$ cat config.mk
export PLATFORM = sky130hd
export DESIGN_NAME = imem_access_ctrl
export DESIGN_NICKNAME = d
export VERILOG_FILES = /design/src/rtl/imem_access_pkg.sv /design/src/rtl/imem_addr_gen.sv /design/src/rtl/imem_access_ctrl.sv
export SDC_FILE = /design/constraint.sdc
export NUM_CORES = 1
export LEC_CHECK = 0
export CAP_MARGIN = 20
export CORE_AREA = 2 2 138 140
export CTS_CLUSTER_DIAMETER = 30
export DETAILED_ROUTE_END_ITERATION = 7
export DIE_AREA = 0 0 140 142
export PLACE_DENSITY = 0.83
export SYNTH_ARGS = -nofsm -noshare
export SYNTH_HDL_FRONTEND = slang
export SYNTH_SLANG_ARGS = --single-unit
$ cat constraint.sdc
create_clock -name clk -period 2.08 [get_ports clk]
set_input_delay 0.52 -clock clk [delete_from_list [all_inputs] [get_ports clk]]
set_output_delay 0.52 -clock clk [all_outputs]
set_load 0.02 [all_outputs]
$ cat src/rtl/imem_access_pkg.sv
// Shared types and constants for the IMEM access controller.
// Optional checksum outputs are enabled in the top by defining IMEM_CHKSUM_EN.
package imem_access_pkg;

    // IMEM address and data width.
    localparam int IMEM_W = 32;

    // Default byte distance between consecutive instruction words.
    localparam int ADDR_STEP_DEF = 4;

    // Controller states.
    typedef enum logic [2:0] {
        IDLE     = 3'd0,
        LOAD     = 3'd1,
        RD_ISSUE = 3'd2,
        RD_CAPT  = 3'd3,
        OUT_HOLD = 3'd4,
        FIN      = 3'd5
    } state_t;

endpackage

$ cat src/rtl/imem_addr_gen.sv
// Word address / remaining-count tracker for one IMEM block transfer.
// Address arithmetic wraps modulo 2^32 through the natural register width.
module imem_addr_gen
    import imem_access_pkg::*;
#(
    parameter int ADDR_STEP = ADDR_STEP_DEF,
    parameter int CNT_W     = 16
) (
    input  logic              clk,
    input  logic              rst_n,
    input  logic              load,
    input  logic              step,
    input  logic [IMEM_W-1:0] base_addr,
    input  logic [CNT_W-1:0]  word_cnt,
    output logic [IMEM_W-1:0] cur_addr,
    output logic [CNT_W-1:0]  remaining,
    output logic              last,
    output logic              empty
);

    // Capture the block on start, then advance one word per completed transfer.
    // NOTE: sequential state uses non-blocking assignments only, so every
    // flop samples pre-edge values regardless of process ordering.
    always_ff @(posedge clk or negedge rst_n) begin
        if (!rst_n) begin
            cur_addr  <= '0;
            remaining <= '0;
        end else if (load) begin
            cur_addr  <= base_addr;
            remaining <= word_cnt;
        end else if (step) begin
            cur_addr  <= cur_addr + IMEM_W'(ADDR_STEP);
            remaining <= remaining - CNT_W'(1);
        end
    end

    assign last  = (remaining == CNT_W'(1));
    assign empty = (remaining == '0);

endmodule

$ cat src/rtl/imem_access_ctrl.sv
// IMEM initiator: loads a block of words from a valid/ready stream into IMEM,
// or fetches a block back and presents it on a valid/ready output stream.
// Define IMEM_CHKSUM_EN to add running-XOR outputs chk_wr / chk_rd.
module imem_access_ctrl
    import imem_access_pkg::*;
#(
    parameter int ADDR_STEP = ADDR_STEP_DEF,
    parameter int CNT_W     = 16
) (
    input  logic              clk,
    input  logic              rst_n,
    input  logic              start_load,
    input  logic              start_fetch,
    input  logic [IMEM_W-1:0] base_addr,
    input  logic [CNT_W-1:0]  word_cnt,
    input  logic [IMEM_W-1:0] ld_data,
    input  logic              ld_valid,
    output logic              ld_ready,
    output logic [IMEM_W-1:0] instr,
    output logic              instr_valid,
    input  logic              instr_ready,
    output logic              busy,
    output logic              done,
    output logic [IMEM_W-1:0] i_addr,
    output logic              wre,
    output logic [IMEM_W-1:0] wr_data,
    input  logic [IMEM_W-1:0] i_data
`ifdef IMEM_CHKSUM_EN
    ,
    output logic [IMEM_W-1:0] chk_wr,
    output logic [IMEM_W-1:0] chk_rd
`endif
);

    state_t              state;
    state_t              state_nx;
    logic                ag_load;
    logic                ag_step;
    logic [IMEM_W-1:0]   cur_addr;
    logic [CNT_W-1:0]    remaining;
    logic                last;
    logic                empty;

    logic [IMEM_W-1:0]   i_addr_nx;
    logic                wre_nx;
    logic [IMEM_W-1:0]   wr_data_nx;
    logic [IMEM_W-1:0]   instr_nx;
    logic                instr_valid_nx;
    logic                ld_ready_nx;
    logic                busy_nx;
    logic                done_nx;

    imem_addr_gen #(
        .ADDR_STEP (ADDR_STEP),
        .CNT_W     (CNT_W)
    ) u_addr_gen (
        .clk       (clk),
        .rst_n     (rst_n),
        .load      (ag_load),
        .step      (ag_step),
        .base_addr (base_addr),
        .word_cnt  (word_cnt),
        .cur_addr  (cur_addr),
        .remaining (remaining),
        .last      (last),
        .empty     (empty)
    );

    // State register.
    always_ff @(posedge clk or negedge rst_n) begin
        if (!rst_n) begin
            state <= IDLE;
        end else begin
            state <= state_nx;
        end
    end

    // Next state and next values of the registered outputs.
    // NOTE: every signal written here gets a default first so no latch is inferred.
    always_comb begin
        state_nx       = state;
        ag_load        = 1'b0;
        ag_step        = 1'b0;
        i_addr_nx      = i_addr;
        wre_nx         = 1'b0;
        wr_data_nx     = wr_data;
        instr_nx       = instr;
        instr_valid_nx = instr_valid;
        unique case (state)
            IDLE: begin
                // Load wins when both starts arrive together.
                if (start_load || start_fetch) begin
                    ag_load = 1'b1;
                    if (word_cnt == '0) begin
                        state_nx = FIN;
                    end else if (start_load) begin
                        state_nx = LOAD;
                    end else begin
                        state_nx  = RD_ISSUE;
                        i_addr_nx = base_addr;
                    end
                end
            end
            LOAD: begin
                if (ld_valid && ld_ready) begin
                    ag_step    = 1'b1;
                    wre_nx     = 1'b1;
                    i_addr_nx  = cur_addr;
                    wr_data_nx = ld_data;
                    if (last) begin
                        state_nx = FIN;
                    end
                end
            end
            RD_ISSUE: begin
                // i_addr is already on the bus; IMEM returns data next cycle.
                state_nx = RD_CAPT;
            end
            RD_CAPT: begin
                instr_nx       = i_data;
                instr_valid_nx = 1'b1;
                ag_step        = 1'b1;
                state_nx       = OUT_HOLD;
            end
            OUT_HOLD: begin
                if (instr_ready) begin
                    instr_valid_nx = 1'b0;
                    if (!empty) begin
                        state_nx  = RD_ISSUE;
                        i_addr_nx = cur_addr;
                    end else begin
                        state_nx = FIN;
                    end
                end
            end
            FIN: begin
                state_nx = IDLE;
            end
            default: begin
                state_nx = IDLE;
            end
        endcase
    end

    assign ld_ready_nx = (state_nx == LOAD);
    assign busy_nx     = (state_nx != IDLE);
    assign done_nx     = (state == FIN);

    // Output registers; reset drops wre and every other output immediately.
    always_ff @(posedge clk or negedge rst_n) begin
        if (!rst_n) begin
            i_addr      <= '0;
            wre         <= 1'b0;
            wr_data     <= '0;
            instr       <= '0;
            instr_valid <= 1'b0;
            ld_ready    <= 1'b0;
            busy        <= 1'b0;
            done        <= 1'b0;
        end else begin
            i_addr      <= i_addr_nx;
            wre         <= wre_nx;
            wr_data     <= wr_data_nx;
            instr       <= instr_nx;
            instr_valid <= instr_valid_nx;
            ld_ready    <= ld_ready_nx;
            busy        <= busy_nx;
            done        <= done_nx;
        end
    end

`ifdef IMEM_CHKSUM_EN
    // Running XOR of words written by the current load / captured by the current fetch.
    always_ff @(posedge clk or negedge rst_n) begin
        if (!rst_n) begin
            chk_wr <= '0;
            chk_rd <= '0;
        end else begin
            if (state == IDLE && start_load) begin
                chk_wr <= '0;
            end else if (wre_nx) begin
                chk_wr <= chk_wr ^ ld_data;
            end
            if (state == IDLE && start_fetch && !start_load) begin
                chk_rd <= '0;
            end else if (state == RD_CAPT) begin
                chk_rd <= chk_rd ^ i_data;
            end
        end
    end
`endif

endmodule

## After elaboration in Yosys (flattened, before gate mapping)

Cells that the tools add are included.

| storage, ports and cells | value |
|---|---|
| bits of input ports | 118 |
| register bits | 152 |
| logic and storage cells | 64 |

| operators by class | value |
|---|---|
| reductions and logical operators | 12 |
| $add $sub $neg | 2 |
| equal/unequal tests | 13 |
| muxes and demuxes | 26 |

Operator list:

| operator | count |
|---|---|
| 32-bit 2-to-1 mux | 8 |
| 32-bit case mux with 3 select lines | 1 |
| 32-bit by 3-bit adder with 32-bit output (second input constant) | 1 |
| 16-bit logical NOT | 2 |
| 16-bit 2-to-1 mux | 2 |
| 3-bit 2-to-1 mux | 6 |
| 16-bit by 1-bit equality test with 1-bit output (second input constant) | 1 |
| 16-bit by 1-bit subtractor with 16-bit output (second input constant) | 1 |
| 3-bit case mux with 5 select lines | 1 |
| 2-bit != test (second input constant) | 6 |
| 7-bit AND reduction | 1 |
| 3-bit by 1-bit equality test with 1-bit output (second input constant) | 2 |
| 3-bit by 2-bit equality test with 1-bit output (second input constant) | 2 |
| 3-bit equality test (second input constant) | 2 |
| 3-bit nonzero test | 2 |
| 1-bit 2-to-1 mux | 5 |
| 1-bit case mux with 2 select lines | 2 |
| 2-bit AND reduction | 2 |
| 2-bit nonzero test | 2 |
| 3-bit logical NOT | 1 |
| 2-bit 2-to-1 mux | 1 |
| 1-bit logical AND | 1 |
| 1-bit logical OR | 1 |

## Logic depth before layout (Yosys ltp)

| logic depth | value |
|---|---|
| depth after elaboration | 5 |
| gate-level depth with buffers | 8 |
| mapped depth without buffers | 7 |

## Hierarchy

A second synthesis with hierarchy kept.

| second synthesis, totals | value |
|---|---|
| cells, all modules | 592 |
| area, all modules | 7113.1 um^2 |

Modules (own cells, without submodules):

| module | cells each | area each (um^2) | sequential area each (um^2) | times used |
|---|---|---|---|---|
| imem_access_ctrl | 287 | 4391.7 | 2602.5 | 1 |
| imem_addr_gen | 305 | 2721.4 | 1201.2 | 1 |

## Least setup slack after synthesis

Ideal clock, no wire load.

| timing | value |
|---|---|
| path kind | register to register |
| start point | register u_addr_gen.remaining[0] |
| end point | register u_addr_gen.remaining[14] |
| buffers on the path | 0 |
| required time | 1.956 ns |
| arrival time | 2.060 ns |
| stages on the path, launching flop included | 8 |
| slack | -0.104 ns |
| cell sequence | dfrtp_1 -> inv_1 -> ha_1 -> or3b_2 -> nor4_2 -> nand2_1 -> o311a_1 -> a211o_1 |

| between the ends | value |
|---|---|
| word-level cells in the longest chain between the ends | 3 |

RTL lines:

| element | RTL line | text |
|---|---|---|
| from (decl) | imem_addr_gen.sv:16 | `output logic [CNT_W-1:0] remaining,` |
| from (signal assigned) | imem_addr_gen.sv:30 | `remaining <= word_cnt;` |
| from (signal assigned) | imem_addr_gen.sv:33 | `remaining <= remaining - CNT_W'(1);` |
| 16-bit by 1-bit subtractor with 16-bit output | imem_addr_gen.sv:33 |  |
| 16-bit 2-to-1 mux | imem_addr_gen.sv:31 | `end else if (step) begin` |
| 16-bit 2-to-1 mux | imem_addr_gen.sv:28 | `end else if (load) begin` |

No other way between the ends. The select of a mux whose other input is x is not followed.
A chain may end at the register's enable or synchronous reset.

## Worst setup path after layout

| timing | value |
|---|---|
| start point | register u_addr_gen.remaining[4] |
| end point | register u_addr_gen.remaining[14] |

The elaborated chain is that of the path after synthesis.

==> results_dict.tcl <==
set metrics [dict create \
    status "finished with violations" \
    failed_checks "design-rule violations, negative setup slack" \
    multi_input_area_mm2 0.00335 \
    grt.overflow.total 0 \
    clock-skew-final_ns 0.00942 \
    crit_fanout 3 \
    first_global_vias 6642 \
    crit_path_cell_trace "or4_4 -> buf_6 -> nor4_4 -> nand2_1 -> o311a_1 -> a211o_1" \
    max_slew.worst_pin.slew_ns 0.545 \
    vertical_die_dimension_um 142 \
    drt_pre_antenna_iters 7 \
    timing.setup.critical_path_class "register to register" \
    area_growth_pct 51.1 \
    drv_cap 0 \
    post_route_standard_cell_area_excluding_fillers_mm2 0.0109 \
    post_synth.cell_area_avg_um2 10.5 \
    synth_ff_type "sky130_fd_sc_hd__dfrtp_1" \
    avgViaCountPerCell 5.31 \
    relSlewSlack_pct 63.3 \
    grt_start_max_net_pins 52 \
    port_buffer_count 218 \
    design.final.nets 1095 \
    clock_tree.root_cell "sky130_fd_sc_hd__clkbuf_16" \
    period_needed_ns 2.12 \
    postSynthNetCount 811 \
    horiz_die_dim_um 140 \
    max-clock-path-buffers 2 \
    final.hold.worst_slack_ns 0.0458 \
    layout-drive-gt1-share_pct 23.5 \
    wl_um 21000 \
    yosys_warnings 0 \
    via_count 6474 \
    timing.critical_path.max_delay_family "simple AND/OR/NAND/NOR gates" \
    placement.cell_area_mm2 0.0103 \
    clock_sink_count 152 \
    arr_time_crit_path_ns 2.42 \
    synthDistinctLibCells 54 \
    powerDensity_mw_per_mm2 1520 \
    fillers 1505 \
    detailed_router_s_first_iteration_violation_count 485 \
    cts_buffers 17 \
    final.period_utilization_pct 102 \
    number_of_antenna_violations_at_the_first_check_in_global_routing 0 \
    synth.cell_area_mm2 0.00723 \
    track_usage_pct 21.2 \
    gp_congestion 0.861 \
    worstPathRequired_ns 2.38 \
    ys_ff_latch 152 \
    rsz0062_at_grt "true" \
    htreeDepth 4 \
    fmax_mhz 471 \
    die-area_mm2 0.0199 \
    hold_vio_cnt_final 0 \
    fin_worst_setup_slack_ns -0.0414 \
    clkSlewWorstSetupHoldPaths_ns 0.06 \
    number_of_synthesized_flops_with_an_enable_pin 0 \
    clk_latency_ns 0.42 \
    slowest_stage "sky130_fd_sc_hd__or4_4" \
    initial_utilization_pct 39.2 \
    number_of_buffer_and_inverter_stages_on_the_critical_path 1 \
    cells_after_synthesis 689 \
    async_flop_share_pct 100 \
    num_antenna_cells 0 \
    power.static_leakage_nw 4.75 \
    timing.final.max_slew_violations 0 \
    critPathCaptureType "register" \
    tritoncts_clock_tree "done" \
    postLayoutCoreUtil_pct 59.2 \
    rows 50 \
    netlist_top_cells_area "sky130_fd_sc_hd__dfrtp_1 (53%), sky130_fd_sc_hd__mux2_2 (15%), sky130_fd_sc_hd__nand2_1 (8.1%)" \
    yosysTopAreaCell "sky130_fd_sc_hd__dfrtp_1" \
    sequential_cell_area_mm2 0.00380 \
    hold_class "input pin to async pin" \
    cpPeakStageDelay_ns 0.56 \
    hpwlAfterDp_um 15400 \
    routed_wire_length_per_instance_um 17.2 \
    post-route-drc-count 13 \
    peak_supply_drop_uv 793 \
    grt_pass1_wl_um 33900 \
    detailedPlace.worstSlack_ns -0.554 \
    post-synth-top-area-fraction_pct 52.6 \
    num_io_pins 219 \
    route.antenna.remaining_nets 0 \
    finalSetupViolCount 4 \
    post-synth-top-count-cell "sky130_fd_sc_hd__nand2_1" \
    startpoint_type "register" \
    core_region_area_mm2 0.0185 \
    netlist_top_cells_count "sky130_fd_sc_hd__nand2_1 (156), sky130_fd_sc_hd__dfrtp_1 (152), sky130_fd_sc_hd__mux2_2 (94)" \
    ys_seq_area_share_pct 52.6 \
]
[layer usage]
layer | GRT usage (%) | vias to the layer above | part of all wire, %
li1 | - | 3053 | -
met1 | 27.0 | 3177 | 43
met2 | 36.0 | 209 | 50
met3 | 4.07 | 35 | 4.7
met4 | 8.19 | 0 | 2.7
met5 | 0 | - | 0
[cells in the final DEF, fill, tap and decap left out, types with 6 or more instances in the layout]
| master | instances |
|---|---|
| sky130_fd_sc_hd__a21oi_1 | 9 |
| sky130_fd_sc_hd__nand4_1 | 11 |
| sky130_fd_sc_hd__clkdlybuf4s50_1 | 217 |
| sky130_fd_sc_hd__buf_4 | 74 |
| sky130_fd_sc_hd__nor3_1 | 9 |
| sky130_fd_sc_hd__xor2_1 | 6 |
| sky130_fd_sc_hd__a22oi_1 | 14 |
| sky130_fd_sc_hd__mux2_2 | 94 |
| sky130_fd_sc_hd__clkbuf_16 | 17 |
| sky130_fd_sc_hd__and3_1 | 6 |
| sky130_fd_sc_hd__buf_12 | 8 |
| sky130_fd_sc_hd__nand3b_1 | 6 |
| sky130_fd_sc_hd__o211ai_1 | 11 |
| sky130_fd_sc_hd__nor2_1 | 26 |
| sky130_fd_sc_hd__dfrtp_1 | 151 |
| sky130_fd_sc_hd__nand2_1 | 156 |
| sky130_fd_sc_hd__inv_6 | 7 |
| sky130_fd_sc_hd__nand3_1 | 31 |
| sky130_fd_sc_hd__nor4_1 | 9 |
| sky130_fd_sc_hd__o21ai_0 | 24 |
[metrics by stage]
step	TNS, ns	power (W)	cells
6_report	-0.0918	0.0166	1219
4_1_cts	-0.189	0.0167	1218
5_1_grt	-2.11	0.0176	1219
3_5_place_dp	-23.72	0.0137	1183
3_3_place_gp	-21.55	0.0134	1183
2_1_floorplan	-0.0424	0.00974	689
[flip-flops by register name (all words and copies together), names as in the netlist, 3 cells and up]
register	cells
u_addr_gen.cur_addr	32
wr_data	32
i_addr	32
u_addr_gen.remaining	16
instr	32
state	3
[repair_timing]
action | CTS | global route
pin swaps | 1 | 5
setup endpoints to repair | 33 | 39
endpoints found under the hold margin | 0 | 0
gates resized for setup | 2 | 5
buffers inserted | 4 | 1
hold buffers | 0 | 0
[kinds of logic (layout without fill, tap and decap cells)]
| family | after synthesis | after routing | share of synthesized area [%] |
|---|---|---|---|
| AND/OR/NAND/NOR | 293 | 293 | 19.4 |
| XOR/XNOR | 11 | 11 | 1.33 |
| multiplexers | 96 | 96 | 15.0 |
| flip-flops | 152 | 152 | 52.6 |
| buffers and inverters | 42 | 338 | 2.23 |
| AO/OA/AOI/OAI | 91 | 91 | 8.74 |
| adder cells (fa/ha/maj) | 4 | 4 | 0.692 |
[where the power goes]
group	leakage, nW	internal, W	switching, W	total [W]
clock network	0.259	0.00158	0.00130	0.00288
logic	2.63	0.00431	0.00403	0.00835
registers	1.86	0.00436	0.00103	0.00539
[worst paths after layout]
| check | from | end | slack [ns] | cells after the start |
|---|---|---|---|---|
| worst min register to register | wr_data[12]$_DFFE_PN0P_ | wr_data[12]$_DFFE_PN0P_ | 0.47 | 2 |
| worst min-delay path | rst_n | i_addr[20]$_DFFE_PN0P_ | 0.05 | 1 |
| min in group clk | wr_data[12]$_DFFE_PN0P_ | wr_data[12]$_DFFE_PN0P_ | 0.47 | 2 |
| max in group asynchronous | rst_n | i_addr[25]$_DFFE_PN0P_ | 1.40 | 2 |
| worst max-delay path | u_addr_gen.remaining[4]$_DFFE_PN0P_ | u_addr_gen.remaining[14]$_DFFE_PN0P_ | -0.04 | 6 |
| worst max register to register | u_addr_gen.remaining[4]$_DFFE_PN0P_ | u_addr_gen.remaining[14]$_DFFE_PN0P_ | -0.04 | 6 |
[area by class of cell]
type | instances | share of cell area (%)
Tap cell | 234 | 2.68
Multi-Input combinational cell | 495 | 30.6
Inverter | 6 | 0.206
Timing Repair Buffer | 301 | 26.6
Clock buffer | 18 | 4.02
Clock inverter | 13 | 0.985
Sequential cell | 152 | 34.8
Power figures use the tool's default switching activity.
